**config.mk**
```make
export PLATFORM = sky130hd
export DESIGN_NAME = half_adder_flat
export DESIGN_NICKNAME = d
export VERILOG_FILES = /design/src/rtl/half_adder_if.sv /design/src/rtl/half_adder.sv /design/src/flat_wrapper.sv
export SDC_FILE = /design/constraint.sdc
export NUM_CORES = 1
export LEC_CHECK = 0
export CAP_MARGIN = 0
export CORE_ASPECT_RATIO = 0.9
export CORE_MARGIN = 1
export CORE_UTILIZATION = 35
export CTS_CLUSTER_DIAMETER = 100
export DETAILED_ROUTE_END_ITERATION = 6
export GPL_TIMING_DRIVEN = 0
export HOLD_SLACK_MARGIN = 0.03
export PLACE_DENSITY = 0.66
export SLEW_MARGIN = 20
export SYNTH_ARGS = -nofsm -noshare
export SYNTH_HDL_FRONTEND = slang
export SYNTH_SLANG_ARGS = --single-unit
```
**constraint.sdc**
```tcl
create_clock -name clk -period 1.6 [get_ports clk]
set_input_delay 0.32 -clock clk [delete_from_list [all_inputs] [get_ports clk]]
set_output_delay 0.32 -clock clk [all_outputs]
set_load 0.01 [all_outputs]
```
**src/rtl/half_adder_if.sv**
```systemverilog
// Operand/result handshake bundle for half_adder: operand channel (in_*, a, b)
// and result channel (out_*, s, c, carry_any).
interface half_adder_if #(
  parameter int WIDTH = 1
);
  logic             in_valid;
  logic             in_ready;
  logic [WIDTH-1:0] a;
  logic [WIDTH-1:0] b;
  logic             out_valid;
  logic             out_ready;
  logic [WIDTH-1:0] s;
  logic [WIDTH-1:0] c;
  logic             carry_any;

  modport master (
    output in_valid, a, b, out_ready,
    input  in_ready, out_valid, s, c, carry_any
  );

  modport slave (
    input  in_valid, a, b, out_ready,
    output in_ready, out_valid, s, c, carry_any
  );
endinterface

```
**src/rtl/half_adder.sv**
```systemverilog
// Registered multi-lane half adder with a one-entry valid/ready output stage
// and saturating operation/carry statistics counters.
module half_adder #(
  parameter int WIDTH = 1,
  parameter int CNT_W = 16
) (
  input  logic             clk,
  input  logic             rst_n,
  half_adder_if.slave      bus,
  output logic [CNT_W-1:0] op_count,
  output logic [CNT_W-1:0] carry_count
);

  // Saturating increment: holds at all-ones instead of wrapping.
  function automatic logic [CNT_W-1:0] sat_inc(input logic [CNT_W-1:0] v);
    logic [CNT_W-1:0] r;
    if (v == {CNT_W{1'b1}}) begin
      r = v;
    end else begin
      r = v + CNT_W'(1);
    end
    return r;
  endfunction

  logic             out_valid_q, out_valid_d;
  logic [WIDTH-1:0] s_q, s_d;
  logic [WIDTH-1:0] c_q, c_d;
  logic             carry_any_q, carry_any_d;
  logic [CNT_W-1:0] op_count_q, op_count_d;
  logic [CNT_W-1:0] carry_count_q, carry_count_d;

  logic             in_ready_s;
  logic             in_xfer_s;
  logic [WIDTH-1:0] carry_bits_s;

  // The single result slot frees up whenever the consumer drains it this cycle.
  assign in_ready_s   = ~out_valid_q | bus.out_ready;
  assign in_xfer_s    = bus.in_valid & in_ready_s;
  assign carry_bits_s = bus.a & bus.b;

  // Next-state logic for the result slot and statistics counters.
  always_comb begin
    out_valid_d   = out_valid_q;
    s_d           = s_q;
    c_d           = c_q;
    carry_any_d   = carry_any_q;
    op_count_d    = op_count_q;
    carry_count_d = carry_count_q;
    if (in_xfer_s) begin
      out_valid_d = 1'b1;
      s_d         = bus.a ^ bus.b;
      c_d         = carry_bits_s;
      carry_any_d = |carry_bits_s;
      op_count_d  = sat_inc(op_count_q);
      if (|carry_bits_s) begin
        carry_count_d = sat_inc(carry_count_q);
      end else begin
        carry_count_d = carry_count_q;
      end
    end else if (out_valid_q && bus.out_ready) begin
      out_valid_d = 1'b0;
    end else begin
      out_valid_d = out_valid_q;
    end
  end

  // State registers; reset discards any pending result.
  always_ff @(posedge clk or negedge rst_n) begin
    if (!rst_n) begin
      out_valid_q   <= 1'b0;
      s_q           <= {WIDTH{1'b0}};
      c_q           <= {WIDTH{1'b0}};
      carry_any_q   <= 1'b0;
      op_count_q    <= {CNT_W{1'b0}};
      carry_count_q <= {CNT_W{1'b0}};
    end else begin
      out_valid_q   <= out_valid_d;
      s_q           <= s_d;
      c_q           <= c_d;
      carry_any_q   <= carry_any_d;
      op_count_q    <= op_count_d;
      carry_count_q <= carry_count_d;
    end
  end

  assign bus.in_ready  = in_ready_s;
  assign bus.out_valid = out_valid_q;
  assign bus.s         = s_q;
  assign bus.c         = c_q;
  assign bus.carry_any = carry_any_q;
  assign op_count      = op_count_q;
  assign carry_count   = carry_count_q;

endmodule

```
**src/flat_wrapper.sv**
```systemverilog
// flat-port wrapper written by rule: the top's interface ports become plain ports
module half_adder_flat 
#(
  parameter int WIDTH = 1,
  parameter int CNT_W = 16
)
  (clk, rst_n, op_count, carry_count, bus_in_valid, bus_a, bus_b, bus_out_ready, bus_in_ready, bus_out_valid, bus_s, bus_c, bus_carry_any);
  half_adder_if #(.WIDTH(WIDTH)) bus_i ();
  input  logic clk;
  input  logic rst_n;
  output logic [CNT_W-1:0] op_count;
  output logic [CNT_W-1:0] carry_count;
  input wire logic [$bits(bus_i.in_valid)-1:0] bus_in_valid;
  input wire logic [$bits(bus_i.a)-1:0] bus_a;
  input wire logic [$bits(bus_i.b)-1:0] bus_b;
  input wire logic [$bits(bus_i.out_ready)-1:0] bus_out_ready;
  output wire logic [$bits(bus_i.in_ready)-1:0] bus_in_ready;
  output wire logic [$bits(bus_i.out_valid)-1:0] bus_out_valid;
  output wire logic [$bits(bus_i.s)-1:0] bus_s;
  output wire logic [$bits(bus_i.c)-1:0] bus_c;
  output wire logic [$bits(bus_i.carry_any)-1:0] bus_carry_any;
  assign bus_i.in_valid = bus_in_valid;
  assign bus_i.a = bus_a;
  assign bus_i.b = bus_b;
  assign bus_i.out_ready = bus_out_ready;
  assign bus_in_ready = bus_i.in_ready;
  assign bus_out_valid = bus_i.out_valid;
  assign bus_s = bus_i.s;
  assign bus_c = bus_i.c;
  assign bus_carry_any = bus_i.carry_any;
  half_adder #(.WIDTH(WIDTH), .CNT_W(CNT_W)) u_core (.clk(clk), .rst_n(rst_n), .bus(bus_i), .op_count(op_count), .carry_count(carry_count));
endmodule
```
Word level (Yosys, flattened, before mapping)
Index checks and enable logic that the tools add are counted.
- output and inout bits: 37
- flip-flop bits (word level): 35
- eq/ne operators: 2
- add/sub/neg operators: 2
- bitwise operators: 7
- reduce and logical (&&, ||, !) cells: 4
- multiplexer cells: 2
- operators with widths (kind ; number):
    $add A16 B1 Y16 const B ; 2
    $eq A16 B16 Y1 const B ; 2
    $not A1 Y1 ; 3
    $reduce_and A3 Y1 ; 1
    $and A1 B1 Y1 ; 2
    $mux W1 ; 2
    $reduce_and A2 Y1 ; 1
    $reduce_bool A2 Y1 ; 1
    $logic_and A1 B1 Y1 ; 1
    $or A1 B1 Y1 ; 1
    $xor A1 B1 Y1 ; 1

Longest topological paths before layout
- depth in word-level cells: 4
- gate-level depth with buffers: 6
- depth with buffers taken out: 5

Worst setup path after synthesis
Ideal clock, no wire load.
- kind: register to register
- start point: register u_core.op_count_q[0] (netlist: u_core.op_count[0])
- end point: register u_core.op_count_q[12] (netlist: u_core.op_count[12])
- data required time: 1473 ps
- setup slack: -220 ps
- arrival time: 1693 ps
- stages on the path, launching flop included: 6
- setup time: 127 ps
- cells stage by stage: dfrtp_1 > ha_1 > nand3_1 > or4b_4 > nor2_2 > mux2_1
- longest elaborated chain between the ends: 3
- elaborated cells between the ends (all ways): 4
- RTL lines (item ; RTL line ; source):
    start: declaration ; half_adder.sv:29 ; logic [CNT_W-1:0] op_count_q, op_count_d;
    start signal: assignment ; half_adder.sv:74 ; op_count_q <= {CNT_W{1'b0}};
    start signal: assignment ; half_adder.sv:81 ; op_count_q <= op_count_d;
    parallel branches: the longest is 3 deep, another holds $add A16 B1 Y16 ; n/a ;
Parallel ways; which one is timed is not known.
A chain may end at the register's enable or synchronous reset.

Worst setup path in the final report
- start point: register u_core.op_count_q[1] (netlist: u_core.op_count[1])
- end point: register u_core.op_count_q[12] (netlist: u_core.op_count[12])
Same word-level chain as after synthesis.

==> impl_metrics.env <==
export IMPL_ys_ff_latch=35
export IMPL_gp_congestion=0.756
export IMPL_port_buffers=41
export IMPL_worstReg2RegStart="u_core.op_count[1]"
export IMPL_cts_sinks=35
export IMPL_worst_setup_path_start_kind="flip-flop"
export IMPL_hp_class="in -> reg"
export IMPL_yosysWarnings=0
export IMPL_die_h_um=69.2
export IMPL_drive_gt1_share_pct=42.7
export IMPL_violations="negative setup slack"
export IMPL_synth_nets=170
export IMPL_cp_cell_sequence="ha_4, nand3_4, or4b_4, nor2_4, mux2_4"
export IMPL_required_ns=1.77
export IMPL_layout_common_cells="buf_4, dfrtp_1, clkdlybuf4s50_1"
export IMPL_clk_latency_ns=0.28
export IMPL_ant_nets=0
export IMPL_postSynthCellCount=161
export IMPL_skew_ns=0.00511
export IMPL_critPathLaunch="u_core.op_count[1]"
export IMPL_min_period_ns=1.72
export IMPL_syn_area_um2=1760
export IMPL_holdPathStages=3
export IMPL_ir_drop_mv=0.702
export IMPL_final_common_cell="buf_4"
export IMPL_hold_viol_final=0
export IMPL_nets=263
export IMPL_cts_root_buf="clkbuf_8"
export IMPL_crit_path_end_kind="flip-flop"
export IMPL_overflow=0
export IMPL_path_max_fanout=2
export IMPL_wire_per_inst_um=14.7
export IMPL_min_period_over_period_pct=108
export IMPL_drt_total_wl_um=4690
export IMPL_total_power_uw=3020
export IMPL_drt_iter0_drc=101
export IMPL_cts_buffers=5
export IMPL_track_usage_pct=17.3
export IMPL_dieArea_um2=5310
export IMPL_slew_viol_final=0
export IMPL_cts_tree="yes"
export IMPL_grt_pass1_vias=1509
export IMPL_die_w_um=76.7
export IMPL_rsz0062_at_grt="yes"
export IMPL_fmax_ghz=0.580
export IMPL_antenna_found_initial=0
export IMPL_setup_viol=19
export IMPL_powerDensity_nw_per_um2=997
export IMPL_via_count=1610
export IMPL_core_um2=4830
export IMPL_first_pass_iters=4
export IMPL_cap_viol_max_count=0
export IMPL_leakagePower_uw=0.00149
export IMPL_grt_max_degree=21
export IMPL_placed_cell_area_um2=2290
export IMPL_syn_to_final_growth_pct=72.6
export IMPL_avgSynthCellArea_um2=10.9
export IMPL_synth_distinct_cells=36
export IMPL_start_util_pct=36.3
export IMPL_h_tree_depth=2
export IMPL_avgViaCountPerCell=5.03
export IMPL_grt_pass1_wl_um=7250
export IMPL_stdcell_area_um2=3030
export IMPL_route_detailed_drc=0
export IMPL_arrival_ns=1.90
export IMPL_io_pins=43
export IMPL_ctsLongestPathBuffers=2
export IMPL_reg2reg_depth=5
export IMPL_seq_area_frac_synth_pct=49.9
export IMPL_critPathMaxStageDelay_ns=0.55
export IMPL_fin_ws_ns=-0.123
export IMPL_worst_slew_pin_slew_ns=0.503
export IMPL_path_clk_slew_ns=0.07
export IMPL_slew_headroom_pct=66.3
export IMPL_rows=24
export IMPL_path_class="reg -> reg"
export IMPL_antennaDiodeCount=0
export IMPL_hpwl_um=2770
export IMPL_status="finished with violations"
export IMPL_worst_path_max_delay_cell="or4b_4"
export IMPL_hold_start="bus_in_valid"
-- repair_timing --
action                     CTS  global route
setup endpoints to repair   41            52
pin swaps                   13             9
setup buffers               16            26
resized for setup           42            37
gates cloned                 1             1
hold endpoints to repair    15             0
hold buffers                 1             0
-- area by class of cell --
type / instances / area, µm²
plain buffers: 4 / 35.0
clock buffers: 8 / 100
fillers: 387 / 1800
inverters: 4 / 15.0
multi-input cells: 118 / 1100
flip-flops and latches: 35 / 888
well taps: 65 / 81.3
repair buffers: 86 / 811
-- stage by stage --
stage               TNS (ns)  cells  setup slack [ns]  hold slack [ns]  utilization (%)
finish                -0.611    320            -0.123            0.423             62.7
CTS                   -0.607    293            -0.101            0.393             54.9
detailed placement     -8.38    268            -0.534            0.288             47.3
global route           -3.22    320            -0.189            0.431             62.7
floorplan             -0.274    161            -0.215           0.0244                -
global placement      -29.47    267            -0.604            0.488             46.8
-- routing by layer --
| metal | up-vias | share of wire, % | global-route usage (%) |
|---|---|---|---|
| met4 | 0 | 1.7 | 6.41 |
| met5 | - | 0 | 0 |
| li1 | 767 | - | - |
| met2 | 42 | 47 | 26.3 |
| met1 | 792 | 47 | 23.7 |
| met3 | 9 | 3.4 | 4.47 |
-- state kept, by name, summed over array words and instances (netlist names) --
| register | count |
|---|---|
| u_core.op_count | 16 |
| u_core.bus.out_valid | 1 |
| u_core.bus.s | 1 |
| u_core.carry_count | 16 |
| u_core.bus.c | 1 |
-- cell usage after synthesis --
library cell	n	area [µm²]
xnor2_1	7	61.3
and2_1	1	6.26
clkbuf_1	1	3.75
nor3b_1	3	22.5
buf_2	2	10.0
nor2_2	2	12.5
buf_4	2	15.0
nor2_1	6	22.5
o21ai_0	6	30.0
nor3_1	9	45.0
or3_1	1	6.26
mux2_4	1	15.0
nand4b_1	2	17.5
and4_2	1	10.0
dfrtp_1	35	876
a31oi_1	1	6.26
nor4_2	2	25.0
and3_1	4	25.0
nand2_1	12	45.0
mux2_1	1	11.3
nand2b_1	1	6.26
nand4_4	1	21.3
nand4_1	9	56.3
nor4b_1	2	17.5
or3b_1	1	8.76
or2_2	1	6.26
nand4_2	2	25.0
and4_1	2	17.5
or4b_4	1	13.8
nand3_1	10	50.1
ha_1	3	37.5
inv_1	4	15.0
nor4_1	4	25.0
xor2_1	18	158
mux2_2	2	22.5
nor3_2	1	10.0
-- logic make-up after synthesis --
logic type,after synthesis,synth area share (%)
muxes,4,2.78
adders and majority gates,3,2.14
AOI/OAI and AO/OA,7,2.07
and+or+nand+nor,78,28.2
xor gates and xnor gates,25,12.5
DFF,35,49.9
buffers and inverters,9,2.49
-- power breakdown --
part	internal, µW	switching (µW)
clock	393	321
sequential	1050	205
combinational	603	450
-- final timing paths --
kind                                    endpoint  slack (ns)
setup / recovery             u_core.op_count[12]       -0.12
hold / removal              u_core.bus.out_valid        0.42
setup reg to reg             u_core.op_count[12]       -0.12
hold reg to reg              u_core.op_count[15]        0.50
max in group asynchronous  u_core.carry_count[8]        0.63
min in group asynchronous     u_core.op_count[4]        0.51
-- critical path: cells and delay by family (launching register included) --
kind,cells,cell delay (ns)
flip-flops,1,0.40
adder cells (fa/ha/maj),1,0.17
multiplexers,1,0.30
AND/OR/NAND/NOR,3,0.74
(Power assumes the default switching activity.)
